<file path="src/rtl/mcm_pkg.sv">
// ---------------------------------------------------------------------------
// mcm_pkg
// Shared definitions for the packed-MCM unpacker:
//   state_e    - decoder FSM states (IDLE, EMIT)
//   DEF_P_W    - default packed word width (DSP P output)
//   DEF_SLOT_W - default slot pitch / signed product width
//   idx_width  - field-index width helper, never narrower than 1 bit
// ---------------------------------------------------------------------------
package mcm_pkg;

  typedef enum logic {
    IDLE = 1'b0,
    EMIT = 1'b1
  } state_e;

  localparam int DEF_P_W    = 48;
  localparam int DEF_SLOT_W = 12;

  function automatic int idx_width(input int n);
    return (n <= 1) ? 1 : $clog2(n);
  endfunction

endpackage

</file>
<file path="src/rtl/mcm_unpack_sat.sv">
// ---------------------------------------------------------------------------
// mcm_unpack_sat
// Narrows one signed SLOT_W field to OUT_W bits.
//   MCM_UNPACK_SAT_EN defined   : clamp to the signed OUT_W range, flag ovf_o
//   MCM_UNPACK_SAT_EN undefined : plain truncation, ovf_o tied 0
// Ports:
//   field_i  in  SLOT_W  signed field value
//   data_o   out OUT_W   narrowed value
//   ovf_o    out 1       clamping occurred for this field
// ---------------------------------------------------------------------------
module mcm_unpack_sat #(
  parameter int SLOT_W = 12,
  parameter int OUT_W  = 12
) (
  input  logic signed [SLOT_W-1:0] field_i,
  output logic signed [OUT_W-1:0]  data_o,
  output logic                     ovf_o
);

  logic signed [SLOT_W-1:0] sel;

`ifdef MCM_UNPACK_SAT_EN
  localparam int MAX_I = (1 << (OUT_W - 1)) - 1;
  localparam logic signed [SLOT_W-1:0] MAX_V = SLOT_W'(MAX_I);
  // -2^(OUT_W-1) is the bitwise complement of 2^(OUT_W-1)-1.
  localparam logic signed [SLOT_W-1:0] MIN_V = ~MAX_V;

  always_comb begin
    sel   = field_i;
    ovf_o = 1'b0;
    if (field_i > MAX_V) begin
      sel   = MAX_V;
      ovf_o = 1'b1;
    end else if (field_i < MIN_V) begin
      sel   = MIN_V;
      ovf_o = 1'b1;
    end
  end
`else
  assign sel   = field_i;
  assign ovf_o = 1'b0;
`endif

  assign data_o = sel[OUT_W-1:0];

  // Bits above OUT_W are deliberately dropped after the clamp/truncate.
  generate
    if (OUT_W < SLOT_W) begin : g_drop_hi
      logic unused_hi;
      assign unused_hi = ^sel[SLOT_W-1:OUT_W];
    end
  endgenerate

endmodule

</file>
<file path="src/rtl/mcm_unpack.sv">
// ---------------------------------------------------------------------------
// mcm_unpack
// Stream decoder for a packed multiple-constant-multiplication DSP word.
// A P_W-bit word holding NUM_FIELDS signed products (slot pitch SLOT_W) is
// accepted over in_valid/in_ready and emitted one product per out handshake,
// lowest slot first, with the borrow left by negative lower fields undone.
// Optional build macro: MCM_UNPACK_SAT_EN (saturate to OUT_W and flag ovf
// instead of truncating).
// Ports:
//   clk        in   1      rising-edge clock
//   rst_n      in   1      asynchronous active-low reset
//   in_valid   in   1      in_p is valid
//   in_ready   out  1      word accepted this cycle
//   in_p       in   P_W    packed word
//   out_valid  out  1      out_data is valid
//   out_ready  in   1      consumer accepts out_data
//   out_data   out  OUT_W  signed decoded product
//   out_idx    out  IDX_W  slot index of out_data
//   out_last   out  1      final field of the word
//   ovf        out  1      current field was clamped
// ---------------------------------------------------------------------------
module mcm_unpack
  import mcm_pkg::*;
#(
  parameter int P_W        = DEF_P_W,
  parameter int SLOT_W     = DEF_SLOT_W,
  parameter int NUM_FIELDS = 2,
  parameter int OUT_W      = 12,
  parameter int IDX_W      = idx_width(NUM_FIELDS)
) (
  input  logic                    clk,
  input  logic                    rst_n,
  input  logic                    in_valid,
  output logic                    in_ready,
  input  logic [P_W-1:0]          in_p,
  output logic                    out_valid,
  input  logic                    out_ready,
  output logic signed [OUT_W-1:0] out_data,
  output logic [IDX_W-1:0]        out_idx,
  output logic                    out_last,
  output logic                    ovf
);

  state_e                   state_q;
  logic signed [P_W-1:0]    r_q;
  logic [IDX_W-1:0]         idx_q;

  logic signed [SLOT_W-1:0] field;
  logic signed [P_W-1:0]    r_adv_d;
  logic                     fire;
  logic                     sat_ovf;

  // Current field is always the lowest slot of the residual.
  assign field = r_q[SLOT_W-1:0];

  // Removing the sign-extended field first turns any borrow it caused into
  // an exact carry back into the upper slots; the low SLOT_W bits become
  // zero and the arithmetic shift exposes the next field.
  assign r_adv_d = (r_q - P_W'(field)) >>> SLOT_W;

  assign out_valid = (state_q == EMIT);
  assign out_idx   = idx_q;
  assign out_last  = (state_q == EMIT) && (idx_q == IDX_W'(NUM_FIELDS - 1));
  assign fire      = out_valid && out_ready;
  assign in_ready  = rst_n && ((state_q == IDLE) || (fire && out_last));

  mcm_unpack_sat #(
    .SLOT_W (SLOT_W),
    .OUT_W  (OUT_W)
  ) u_sat (
    .field_i (field),
    .data_o  (out_data),
    .ovf_o   (sat_ovf)
  );

  assign ovf = out_valid && sat_ovf;

  always_ff @(posedge clk or negedge rst_n) begin
    if (!rst_n) begin
      state_q <= IDLE;
      r_q     <= '0;
      idx_q   <= '0;
    end else begin
      case (state_q)
        IDLE: begin
          if (in_valid) begin
            r_q     <= in_p;
            idx_q   <= '0;
            state_q <= EMIT;
          end
        end
        EMIT: begin
          if (out_ready) begin
            if (!out_last) begin
              r_q   <= r_adv_d;
              idx_q <= idx_q + 1'b1;
            end else if (in_valid) begin
              // Chain straight into the next word: no idle bubble.
              r_q   <= in_p;
              idx_q <= '0;
            end else begin
              // Clear the residual so idle outputs read back as zero.
              r_q     <= '0;
              idx_q   <= '0;
              state_q <= IDLE;
            end
          end
        end
        default: begin
          state_q <= IDLE;
          r_q     <= '0;
          idx_q   <= '0;
        end
      endcase
    end
  end

endmodule

</file>
<file path="config.mk">
export PLATFORM = sky130hd
export DESIGN_NAME = mcm_unpack
export DESIGN_NICKNAME = d
export VERILOG_FILES = /design/src/rtl/mcm_pkg.sv /design/src/rtl/mcm_unpack_sat.sv /design/src/rtl/mcm_unpack.sv
export SDC_FILE = /design/constraint.sdc
export NUM_CORES = 1
export LEC_CHECK = 0
export ABC_AREA = 1
export CELL_PAD_IN_SITES_DETAIL_PLACEMENT = 0
export CELL_PAD_IN_SITES_GLOBAL_PLACEMENT = 1
export CORE_MARGIN = 2
export CORE_UTILIZATION = 35
export CTS_CLUSTER_DIAMETER = 200
export DETAILED_ROUTE_END_ITERATION = 16
export PLACE_DENSITY = 0.74
export SKIP_CTS_REPAIR_TIMING = 1
export SLEW_MARGIN = 30
export SYNTH_ARGS = -nofsm -noshare
export SYNTH_HDL_FRONTEND = slang
export SYNTH_SLANG_ARGS = --single-unit
</file>
<file path="constraint.sdc">
create_clock -name clk -period 2.68 [get_ports clk]
set_input_delay 0.536 -clock clk [delete_from_list [all_inputs] [get_ports clk]]
set_output_delay 0.536 -clock clk [all_outputs]
set_load 0.02 [all_outputs]
</file>
==> run_results.csv, run 1 <==
group,metric,value,unit
logic_synthesis,syn_nets,1048,
timing,maxSlewViolCount,0,
drt,wl_per_cell,13.7,um
logic_synthesis,synth_fa_ha_area_share,8.18,%
die,die_h,129,um
die,io_pins,69,
timing,hold_viol,0,
drt,drc_errors,0,
critical_path,arrival,2.68,ns
clocking,cts_buffers,5,
run,drv_cap,0,
logic_synthesis,syn_area,5510,um2
logic_synthesis,netlist-cell-type-count,38,
timing,whs,0.380,ns
clocking,cts_tree,"done",
final_layout,nets,1100,
timing,slew_headroom,54.7,%
grt,grt_pass1_vias,5155,
critical_path,crit_path_max_fanout,36,
timing,timing.final.crit_share,93.4,%
grt,grt_usage,20.8,%
timing,skew,0.00979,ns
grt,grt_pass1_wl,27.1,mm
placed_design,portBuffers,67,
logic_synthesis,syn_area_per_cell,5.74,um2
die,die_w,129,um
grt,grt_remaining_overflow,0,
die,fp.coreArea,15300,um2
timing,setup_tns,0,ns
logic_synthesis,synth_seq_cells,50,
clocking,htreeDepth,2,
final_layout,area_delta_synth_final,19.2,%
placed_design,gp_congestion,0.920,
logic_synthesis,synth-compound-area-share,12.6,%
logic_synthesis,synthXorXnorAreaFrac,0.477,%
min_path,hold_path_class,"in2async",
clocking,clock_path_buffers,2,
drt,wl,16.7,mm
clocking,insertion_delay,0.31,ns
final_layout,insertedDiodeCount,0,
critical_path,worstSetupEndpointType,"flop",
grt,grt_max_degree,52,
drt,firstDrtPassIters,5,
die,dieArea,16800,um2
drt,vias_per_cell,4.63,
logic_synthesis,post_synth_and_or_nand_nor_area_fraction,40.0,%
timing,setup_viol,0,
drt,vias,5669,
logic_synthesis,muxShareOfSynthArea,0,%
status,outcome,"completed",
final_layout,layout_common_cells,"335 x nand2_1, 166 x inv_1, 100 x nor2_1",
drt,drt_iter0_markers,369,
timing,fin_crit,2.50,ns
critical_path,critPathLaunchType,"flop",
final_layout,fin_util,42.9,%
logic_synthesis,synth_top_family_by_area,"simple AND/OR/NAND/NOR gates",
logic_synthesis,syn_inst,960,
timing,tightest_slew,0.680,ns
placed_design,dp_hpwl,13.4,mm
logic_synthesis,seq_area_frac_synth,22.7,%
grt,antenna_found_initial,0,
final_layout,final_common_cell,"nand2_1",
clocking,clkTransAtPathRegs,0.07,ns
critical_path,critical_path_class,"reg2reg",
logic_synthesis,yosysWarningCount,0,
die,rows,45,
clocking,root_buffer,"clkbuf_16",
final_layout,drive_gt1_share,7.21,%
timing,fmax,400,MHz
critical_path,cp.required,2.86,ns
clocking,clkSinkCount,50,
die,start_util,36.0,%
drt,postRouteAntennaNets,0,
## critical path, cell delays in order, from the launching register on
cell	delay [ns]
dfrtp_1	0.37
inv_1	0.09
buf_12	0.23
ha_2	0.37
nand2_1	0.19
nand3_1	0.23
nand4_1	0.19
nand3_1	0.21
o21ai_0	0.38
a21oi_1	0.11
## cells in the mapped netlist
master	number	area [um2]
nor2_2	4	25.0
buf_4	13	97.6
a21oi_1	65	325
buf_2	5	25.0
ha_1	36	450
nor2_4	2	22.5
o21ai_2	1	8.76
and3_1	1	6.26
o21ai_1	3	15.0
xnor2_1	1	8.76
nand4_1	13	81.3
xor2_1	2	17.5
a21oi_2	11	96.3
nor3_1	7	35.0
or2_1	2	12.5
a31oi_1	8	50.1
conb_1	1	3.75
nor4_1	1	6.26
buf_1	3	11.3
nand2_2	10	62.6
o21ba_2	1	10.0
a21oi_4	1	16.3
clkbuf_1	9	33.8
nand3_1	51	255
nand3_2	3	30.0
o21bai_1	3	22.5
o211ai_1	2	15.0
inv_2	17	63.8
nand2_1	335	1260
nor2_1	100	375
clkinv_1	1	3.75
dfrtp_1	50	1250
o21ai_0	25	125
nand3b_1	3	22.5
buf_6	2	22.5
nor3_2	1	10.0
inv_1	166	623
a221oi_1	1	8.76
## sequential cells by signal, summed over array words and instances, names as in the netlist
name and flops:
r_q 48, out_idx 1, out_valid 1
## final timing paths
check,startpoint,to,slack [ns],cells after the start
setup / recovery,r_q[11],r_q[18],0.18,9
hold / removal,rst_n,r_q[1],0.38,2
setup reg to reg,r_q[11],r_q[18],0.18,9
hold reg to reg,r_q[1],r_q[1],0.49,2
max in group asynchronous,rst_n,r_q[46],1.85,2
min in group clk,r_q[1],r_q[1],0.49,2
## layer usage
layer	global-route usage [%]	wire length (um)
met1	31.0	8640
met2	32.2	7220
met3	2.68	688
met4	4.62	191
met5	0	0
## stage by stage
step	std cells	setup WS (ns)	cell area [um2]
final	1224	0.177	6570
after global routing	1224	-0.0111	6570
after CTS	1224	0.126	6550
after detailed placement	1216	0.151	6380
after global placement	1216	0.156	6380
after floorplan	960	0.0830	5510
## area by class of cell
class / instances / area, um2
Fill cell: 1749 / 8750
Timing Repair Buffer: 77 / 791
Clock inverter: 3 / 43.8
Multi-Input combinational cell: 694 / 3400
Clock buffer: 5 / 125
Sequential cell: 50 / 1250
Tap cell: 211 / 264
Inverter: 184 / 691
## kinds of logic after synthesis
kind of cell	Yosys count
xor+xnor	3
flops	50
simple gates	533
other cells	1
fa+ha+maj	36
compound gates	121
buf+inv	216
Power of run 1 is not shown: default switching activity piles up to over one toggle a cycle in this logic, so the estimate is an artifact.
==> run 2: changes to the inputs <==
ABC_CLOCK_PERIOD_IN_PS = 2680   (was not set)
TNS_END_PERCENT = 1   (was not set)
==> results of run 2 <==
Same layout as run 1: the final DEF is identical, and so are final timing and power.
Power of run 2 is left out for the same reason.
